### src/rtl/serial_rx_align.sv
// Serial receive aligner: hunts for the idle comma bit-by-bit, confirms byte
// alignment over a run of consecutive aligned commas, then delivers one
// recovered byte every 8 bit clocks with a payload/comma flag.
module serial_rx_align #(
  parameter logic [7:0] COMMA      = 8'hBC,
  parameter int         LOCK_COUNT = 4
) (
  input  logic       clk_32f,
  input  logic       rst,
  input  logic       data_in,
  output logic [7:0] data_out,
  output logic       byte_stb,
  output logic       valid_out,
  output logic       active
);

  localparam int BCW = (LOCK_COUNT < 2) ? 1 : $clog2(LOCK_COUNT + 1);
  localparam logic [BCW-1:0] LAST_BC = BCW'(LOCK_COUNT - 1);

  typedef enum logic [1:0] {
    ST_SEARCH,
    ST_COUNT,
    ST_ACTIVE
  } state_t;

  state_t         r_state;
  logic [7:0]     r_sr;
  logic [2:0]     r_bit_cnt;
  logic [BCW-1:0] r_bc_cnt;
  logic [7:0]     r_data_out;
  logic           r_byte_stb;
  logic           r_valid_out;

  state_t         w_state_next;
  logic [7:0]     w_sr_next;
  logic [2:0]     w_bit_cnt_next;
  logic [BCW-1:0] w_bc_cnt_next;
  logic           w_boundary;
  logic           w_is_comma;
  logic           w_load_byte;

  // The window including the bit arriving this cycle; all decisions use it.
  assign w_sr_next  = {r_sr[6:0], data_in};
  assign w_boundary = (r_bit_cnt == 3'd7);
  assign w_is_comma = (w_sr_next == COMMA);

  // Next-state logic: hunt, confirm alignment, then deliver bytes forever.
  always_comb begin
    w_state_next   = r_state;
    w_bit_cnt_next = r_bit_cnt + 3'd1;
    w_bc_cnt_next  = r_bc_cnt;
    w_load_byte    = 1'b0;
    case (r_state)
      ST_SEARCH: begin
        if (w_is_comma) begin
          // The comma just completed defines the byte boundary.
          w_bit_cnt_next = 3'd0;
          w_bc_cnt_next  = BCW'(1);
          w_state_next   = (LOCK_COUNT == 1) ? ST_ACTIVE : ST_COUNT;
        end
      end
      ST_COUNT: begin
        if (w_boundary) begin
          if (w_is_comma) begin
            w_bc_cnt_next = r_bc_cnt + BCW'(1);
            if (r_bc_cnt == LAST_BC) begin
              w_state_next = ST_ACTIVE;
            end
          end else begin
            w_bc_cnt_next = '0;
            w_state_next  = ST_SEARCH;
          end
        end
      end
      ST_ACTIVE: begin
        // No loss-of-sync handling: only reset leaves this state.
        w_load_byte = w_boundary;
      end
      default: begin
        w_state_next  = ST_SEARCH;
        w_bc_cnt_next = '0;
      end
    endcase
  end

  // State, shift register and output registers; reset wins over everything.
  always_ff @(posedge clk_32f) begin
    if (rst) begin
      r_state     <= ST_SEARCH;
      r_sr        <= 8'd0;
      r_bit_cnt   <= 3'd0;
      r_bc_cnt    <= '0;
      r_data_out  <= 8'd0;
      r_byte_stb  <= 1'b0;
      r_valid_out <= 1'b0;
    end else begin
      r_state    <= w_state_next;
      r_sr       <= w_sr_next;
      r_bit_cnt  <= w_bit_cnt_next;
      r_bc_cnt   <= w_bc_cnt_next;
      r_byte_stb <= w_load_byte;
      if (w_load_byte) begin
        r_data_out  <= w_sr_next;
        r_valid_out <= !w_is_comma;
      end
    end
  end

  assign data_out  = r_data_out;
  assign byte_stb  = r_byte_stb;
  assign valid_out = r_valid_out;
  assign active    = (r_state == ST_ACTIVE);

endmodule

### config.mk
export PLATFORM = sky130hd
export DESIGN_NAME = serial_rx_align
export DESIGN_NICKNAME = d
export VERILOG_FILES = /design/src/rtl/serial_rx_align.sv
export SDC_FILE = /design/constraint.sdc
export NUM_CORES = 1
export LEC_CHECK = 0
export BUFFER_PORTS_ARGS = -buffer_cell sky130_fd_sc_hd__buf_2
export CAP_MARGIN = 25
export CORE_MARGIN = 10
export CORE_UTILIZATION = 45
export CTS_CLUSTER_DIAMETER = 120
export DETAILED_ROUTE_END_ITERATION = 8
export PLACE_DENSITY = 0.65
export SYNTH_ARGS = -nofsm -noshare
export SYNTH_HDL_FRONTEND = slang
export SYNTH_SLANG_ARGS = --single-unit
### constraint.sdc
create_clock -name clk_32f -period 2.7 [get_ports clk_32f]
set_input_delay 0.54 -clock clk_32f [delete_from_list [all_inputs] [get_ports clk_32f]]
set_output_delay 0.54 -clock clk_32f [all_outputs]
set_load 0.02 [all_outputs]
==> impl_metrics.tcl, run 1 <==
set metrics [dict create \
    portBuffers 13 \
    placedCellCount 124 \
    post_cts_resized 0 \
    met2_wirelength_um 685 \
    via_per_inst 5.03 \
    drive_gt1_share_pct 19.8 \
    initial_utilization_pct 47.3 \
    hold_violations 0 \
    clock.fmax_ghz 0.574 \
    syn_to_final_growth_pct 12.1 \
    final_cells 128 \
    wl_per_cell_um 12.2 \
    highest_layer "met4" \
    die_y_um 65.7 \
    criticalPathCategory "flop to flop" \
    place_congestion 0.717 \
    start_kind "flop" \
    dr_wl_met3_um 120 \
    status "completed" \
    hpwlAfterDp_mm 1.15 \
    layout_common_cells "dfxtp_1 (25), buf_2 (13), nor2_1 (11), nor2b_1 (8), mux2i_1 (8)" \
    cts_buffers 3 \
    worst_slew_margin_rel_pct 58.3 \
    final_antenna_net_count 0 \
    p_comb_share_pct 3.0 \
    fin_worst_skew_ns 0.00274 \
    p_seq_share_pct 67.5 \
    cts_tree "built" \
    syn_area_um2 938 \
    drt_pass1_iterations 4 \
    p_sw_mw 0.122 \
    die_w_um 65.7 \
    die_area_mm2 0.00431 \
    p_per_area_mw_per_mm2 533 \
    cts.sinks 25 \
    ir_drop_uv 256 \
    diodes 0 \
    report.final.slew_viol_count 0 \
    tns_ns 0 \
    cts_htree_levels 1 \
    grt_pass1_wl_mm 2.68 \
    antenna_found_initial 0 \
    post-cts-setup-buffers 0 \
    wl_mm 1.56 \
    grt_pass1_vias 580 \
    grt_max_degree 23 \
    yosys_warnings 0 \
    drc 0 \
    rows 16 \
    nets 109 \
    yosysSeqAreaShare_pct 53.3 \
    swShare_pct 21.8 \
    first_iter_violations 25 \
    syn_inst 87 \
    worst_setup_path_end_kind "flop" \
    syn-num-nets 94 \
    cts-root-buf "clkbuf_4" \
    finalSetupViolCount 0 \
    hold_path.class "flop to flop" \
    yosysUniqueCellTypes 27 \
    postCtsHoldBufs 0 \
    wirelength_met1_um 724 \
    core-area_mm2 0.00198 \
    crit_fanout 11 \
    p_int_mw 0.438 \
    critPathRequiredTime_ns 2.95 \
    clkTransAtPathRegs_ns 0.13 \
    cap_violations 0 \
    rsz0062_at_grt "no" \
    leakagePower_nw 0.500 \
    clkLatencyLatePin_ns 0.31 \
    ctsLongestPathBuffers 2 \
    fin_crit_ns 1.74 \
    worstMarginPinSlew_ns 0.624 \
    ios 14 \
    vias 644 \
    cp.arrival_ns 1.99 \
    gr-total-overflow 0 \
    synth_seq_cells 25 \
    mostFrequentLayoutCell "dfxtp_1" \
    syn_avg_cell_area_um2 10.8 \
    grt.total_usage_pct 7.97 \
    fin_crit_sh_pct 64.5 \
    pwr-share-clk_pct 29.5 \
]
[cells in the mapped netlist]
cell | instances | share of area (%)
a21o_1 | 1 | 0.80
a21oi_1 | 2 | 1.1
a22o_1 | 1 | 0.93
a31oi_2 | 1 | 1.3
a32o_1 | 2 | 2.1
a32oi_1 | 1 | 0.93
and2_1 | 2 | 1.3
and3_1 | 1 | 0.67
and4_1 | 1 | 0.93
buf_1 | 1 | 0.40
buf_4 | 1 | 0.80
clkbuf_1 | 1 | 0.40
dfxtp_1 | 25 | 53
ha_1 | 4 | 5.3
inv_1 | 5 | 2.0
mux2i_1 | 8 | 8.5
nand2_1 | 2 | 0.80
nand3b_1 | 1 | 0.80
nor2_1 | 11 | 4.4
nor2b_1 | 8 | 5.3
nor2b_2 | 1 | 0.93
nor3_1 | 1 | 0.53
nor3b_1 | 1 | 0.80
nor4b_4 | 1 | 2.5
nor4bb_1 | 1 | 1.1
o211ai_1 | 1 | 0.80
o21ai_0 | 2 | 1.1
[worst paths after layout]
check                                              from  depth (start not counted)  slack [ns]                 endpoint
worst max-delay path            r_bit_cnt[0]$_SDFF_PP0_                          5        0.96   valid_out$_SDFFE_PP0P_
worst max register to register  r_bit_cnt[0]$_SDFF_PP0_                          5        0.96   valid_out$_SDFFE_PP0P_
worst min register to register  r_bit_cnt[0]$_SDFF_PP0_                          1        0.44  r_bit_cnt[0]$_SDFF_PP0_
worst min-delay path            r_bit_cnt[0]$_SDFF_PP0_                          1        0.44  r_bit_cnt[0]$_SDFF_PP0_
[through the flow]
stage	utilization [%]	hold slack [ns]	cell area, µm²	total power [mW]	setup WS, ns
finish	53.1	0.442	1050	0.561	0.959
global route	53.1	0.468	1050	0.587	0.801
CTS	53.1	0.441	1050	0.571	0.938
detailed placement	51.6	0.421	1020	0.404	0.994
global placement	51.6	0.407	1020	0.403	1.07
floorplan	-	0.398	938	0.398	1.31
[kinds of logic after synthesis]
| logic type | synth area share (%) |
|---|---|
| simple gates | 20.1 |
| flops | 53.3 |
| compound gates | 9.07 |
| buf+inv | 3.60 |
| mux | 8.53 |
| fa+ha+maj | 5.33 |
[layer usage]
layer	vias up	track usage, %
li1	325	-
met5	-	0
met2	15	12.0
met3	4	3.05
met1	300	9.34
met4	0	4.81
[worst max-delay path, cell delays in order (launching register included)]
cell and delay, ns:
dfxtp_1 0.36, ha_1 0.16, ha_1 0.24, nand3b_1 0.47, a21o_1 0.32, a21oi_1 0.12
[cell type report]
cell class,count,area [µm²]
fillers,185,930
flip-flops and latches,25,500
multi-input cells,54,404
repair buffers,13,65.1
well taps,27,33.8
clock buffers,3,22.5
inverters,5,18.8
clock inverters,1,7.51
[state kept, by name, summed over array words and instances, names as in the netlist]
signal	flops
byte_stb	1
r_bc_cnt	3
r_bit_cnt	3
r_state	2
r_sr	7
data_out	8
valid_out	1
[power by group through the flow]
stage          clock network, mW  logic [mW]  registers [mW]
2_1_floorplan                  0      0.0120           0.386
3_3_place_gp                   0      0.0165           0.387
3_5_place_dp                   0      0.0171           0.387
4_1_cts                    0.175      0.0174           0.379
5_1_grt                    0.187      0.0201           0.380
6_report                   0.166      0.0167           0.378
(Power assumes the default switching activity.)
==> run 2: changes to the inputs <==
Settings changed: ABC_AREA set to 1.
Clock period 2.7 ns to 1.8 ns, I/O delays scaled along.
==> run 2 against run 1 <==
- clock skew is 0.0080 ns higher
- synthesized area is 12% higher
- die area is 8.6% higher
- worst setup slack worse by 0.78 ns
- global-route usage is 1.5 points higher
- critical path depth is 2 lower
- sequential power is 50% higher
- utilization is 0.21 points lower
- via count is 34% higher
- largest power group unchanged
- hold slack worse by 0.17 ns
==> impl_metrics.tcl, run 2 <==
set metrics [dict create \
    muxShareOfSynthArea_pct 0 \
    r2r_slack_ns 0.30 \
    synth_xor_area_share_pct 0 \
    fin_ws_ns 0.176 \
    core-area_mm2 0.00221 \
    synth_top_family_by_area "simple AND/OR/NAND/NOR gates" \
    fin_crit_ns 1.62 \
    clkLatencyLatePin_ns 0.32 \
    ir_drop_uv 511 \
    start_kind "flop" \
    final_antenna_net_count 0 \
    portBuffers 13 \
    syn_area_mm2 0.00105 \
    finalSetupViolCount 0 \
    yosysUniqueCellTypes 20 \
    crit_fanout 10 \
    tns_ns 0 \
    antenna_found_initial 0 \
    layout_common_cells "dfxtp_1 (25), inv_1 (23), nand2_1 (21), nor2_1 (18), buf_2 (13)" \
    synth_compound_area_share_pct 8.42 \
    post-synth-top-area-cell "dfxtp_1" \
    drt_pass1_iterations 4 \
    syn_avg_cell_area_um2 7.81 \
    cap_violations 0 \
    criticalPathCategory "flop to output pin" \
    pre_cts_ws_ns 0.305 \
    diodes 0 \
    hold_violations 0 \
    drc 0 \
    initial_utilization_pct 47.7 \
    largest_reg_flops 8 \
    worstMarginPinSlew_ns 0.415 \
    ys_async_sr_fraction_pct 0 \
    ctsLongestPathBuffers 2 \
    report.final.slew_viol_count 0 \
    synth_top_flop_cell "dfxtp_1" \
    grt.total_usage_pct 9.46 \
    place_congestion 0.769 \
    finalInstanceArea_mm2 0.00117 \
    post_cts_resized 0 \
    p_per_area_mw_per_mm2 727 \
    crit_buf_inv 2 \
    clkTransAtPathRegs_ns 0.14 \
    cts_buffers 3 \
    synth_top_area_share_pct 47.4 \
    cp_slowest_stage_delay_ns 0.41 \
    grt_pass1_vias 801 \
    leakagePower_nw 0.556 \
    synthTopCellsByArea "dfxtp_1 (47%), inv_1 (8.2%), nand2_1 (7.5%)" \
    die_area_mm2 0.00468 \
    synth_commonest_cells "dfxtp_1 (25), inv_1 (23), nand2_1 (21)" \
    syn-num-nets 142 \
    rows 17 \
    syn_to_final_growth_pct 10.9 \
    gr-total-overflow 0 \
    grt_pass1_wl_mm 3.47 \
    die_w_um 68.4 \
    nets 158 \
    hold_path.class "input pin to flop" \
    via_per_inst 4.84 \
    wl_mm 1.99 \
    hpwlAfterDp_mm 1.56 \
    crit_chain "inv_2 -> nor2_4 -> buf_2" \
    cts_htree_levels 1 \
    final_cells 178 \
    rsz0062_at_grt "no" \
    synth-edff-count 0 \
    postCtsHoldBufs 0 \
    cp.arrival_ns 1.26 \
    syn_inst 135 \
    yosys_warnings 0 \
    slowest_stage "dfxtp_1" \
    first_iter_violations 26 \
    mostFrequentLayoutCell "dfxtp_1" \
    ios 14 \
    cts.sinks 25 \
    wl_per_cell_um 11.2 \
    yosysSeqAreaShare_pct 47.4 \
    status "completed" \
    die_y_um 68.4 \
    vias 862 \
    cts-root-buf "clkbuf_4" \
    synth_most_common_cell "dfxtp_1" \
    placedCellCount 174 \
    drive_gt1_share_pct 19.3 \
    worst_slew_margin_rel_pct 72.1 \
    worst_setup_path_end_kind "output pin" \
    fin_crit_sh_pct 90.2 \
    post-cts-setup-buffers 0 \
    path_delay_family "flip-flops" \
    fin_worst_skew_ns 0.0107 \
    synthSimpleGateAreaFrac_pct 28.2 \
    grt_max_degree 15 \
    synthAdderAreaFrac_pct 4.74 \
    cts_tree "built" \
    whs_ns 0.275 \
    synth_seq_cells 25 \
    critPathRequiredTime_ns 1.44 \
    dpl_cell_area_mm2 0.00114 \
    clock.fmax_ghz 0.616 \
]
[run 2: worst paths after layout]
| check | startpoint | endpoint | depth (start not counted) |
|---|---|---|---|
| max | r_state[1]$_SDFFE_PP0P_ | active | 3 |
| min | rst | r_sr[0]$_SDFF_PP0_ | 2 |
| max reg2reg | r_bit_cnt[0]$_SDFF_PP0_ | r_state[0]$_SDFFE_PP0P_ | 8 |
| min reg2reg | data_out[6]$_SDFFE_PP0P_ | data_out[6]$_SDFFE_PP0P_ | 2 |
[run 2: layout make-up]
cell class / count / area (µm²)
inverters: 24 / 90.1
flip-flops and latches: 25 / 500
repair buffers: 15 / 80.1
multi-input cells: 82 / 437
clock buffers: 3 / 22.5
well taps: 28 / 35.0
fillers: 225 / 1040
clock inverters: 1 / 5.00
[run 2: logic make-up after synthesis]
| kind of cell | after synthesis |
|---|---|
| flip-flops | 25 |
| AND/OR/NAND/NOR | 61 |
| adder cells (fa/ha/maj) | 4 |
| buffers and inverters | 28 |
| AO/OA/AOI/OAI | 17 |
[run 2: layer usage]
metal  track usage [%]  up-vias  wire length (µm)
li1                  -      447                 -
met1              10.7      400               899
met2              15.6       11               928
met3              2.61        4               109
met4              5.53        0                47
met5                 0        -                 0
[run 2: where the power goes]
part           internal, mW  switching, mW  total (mW)  leakage, nW
Clock                0.0833          0.168       0.252       0.0177
Combinational        0.0113         0.0201      0.0314        0.336
Sequential            0.562        0.00515       0.568        0.203
[run 2: stage by stage]
| step | utilization (%) | total power, mW |
|---|---|---|
| after floorplan | - | 0.603 |
| after global placement | 51.6 | 0.610 |
| after detailed placement | 51.6 | 0.612 |
| after CTS | 52.9 | 0.858 |
| after global routing | 52.9 | 0.889 |
| final | 52.9 | 0.851 |
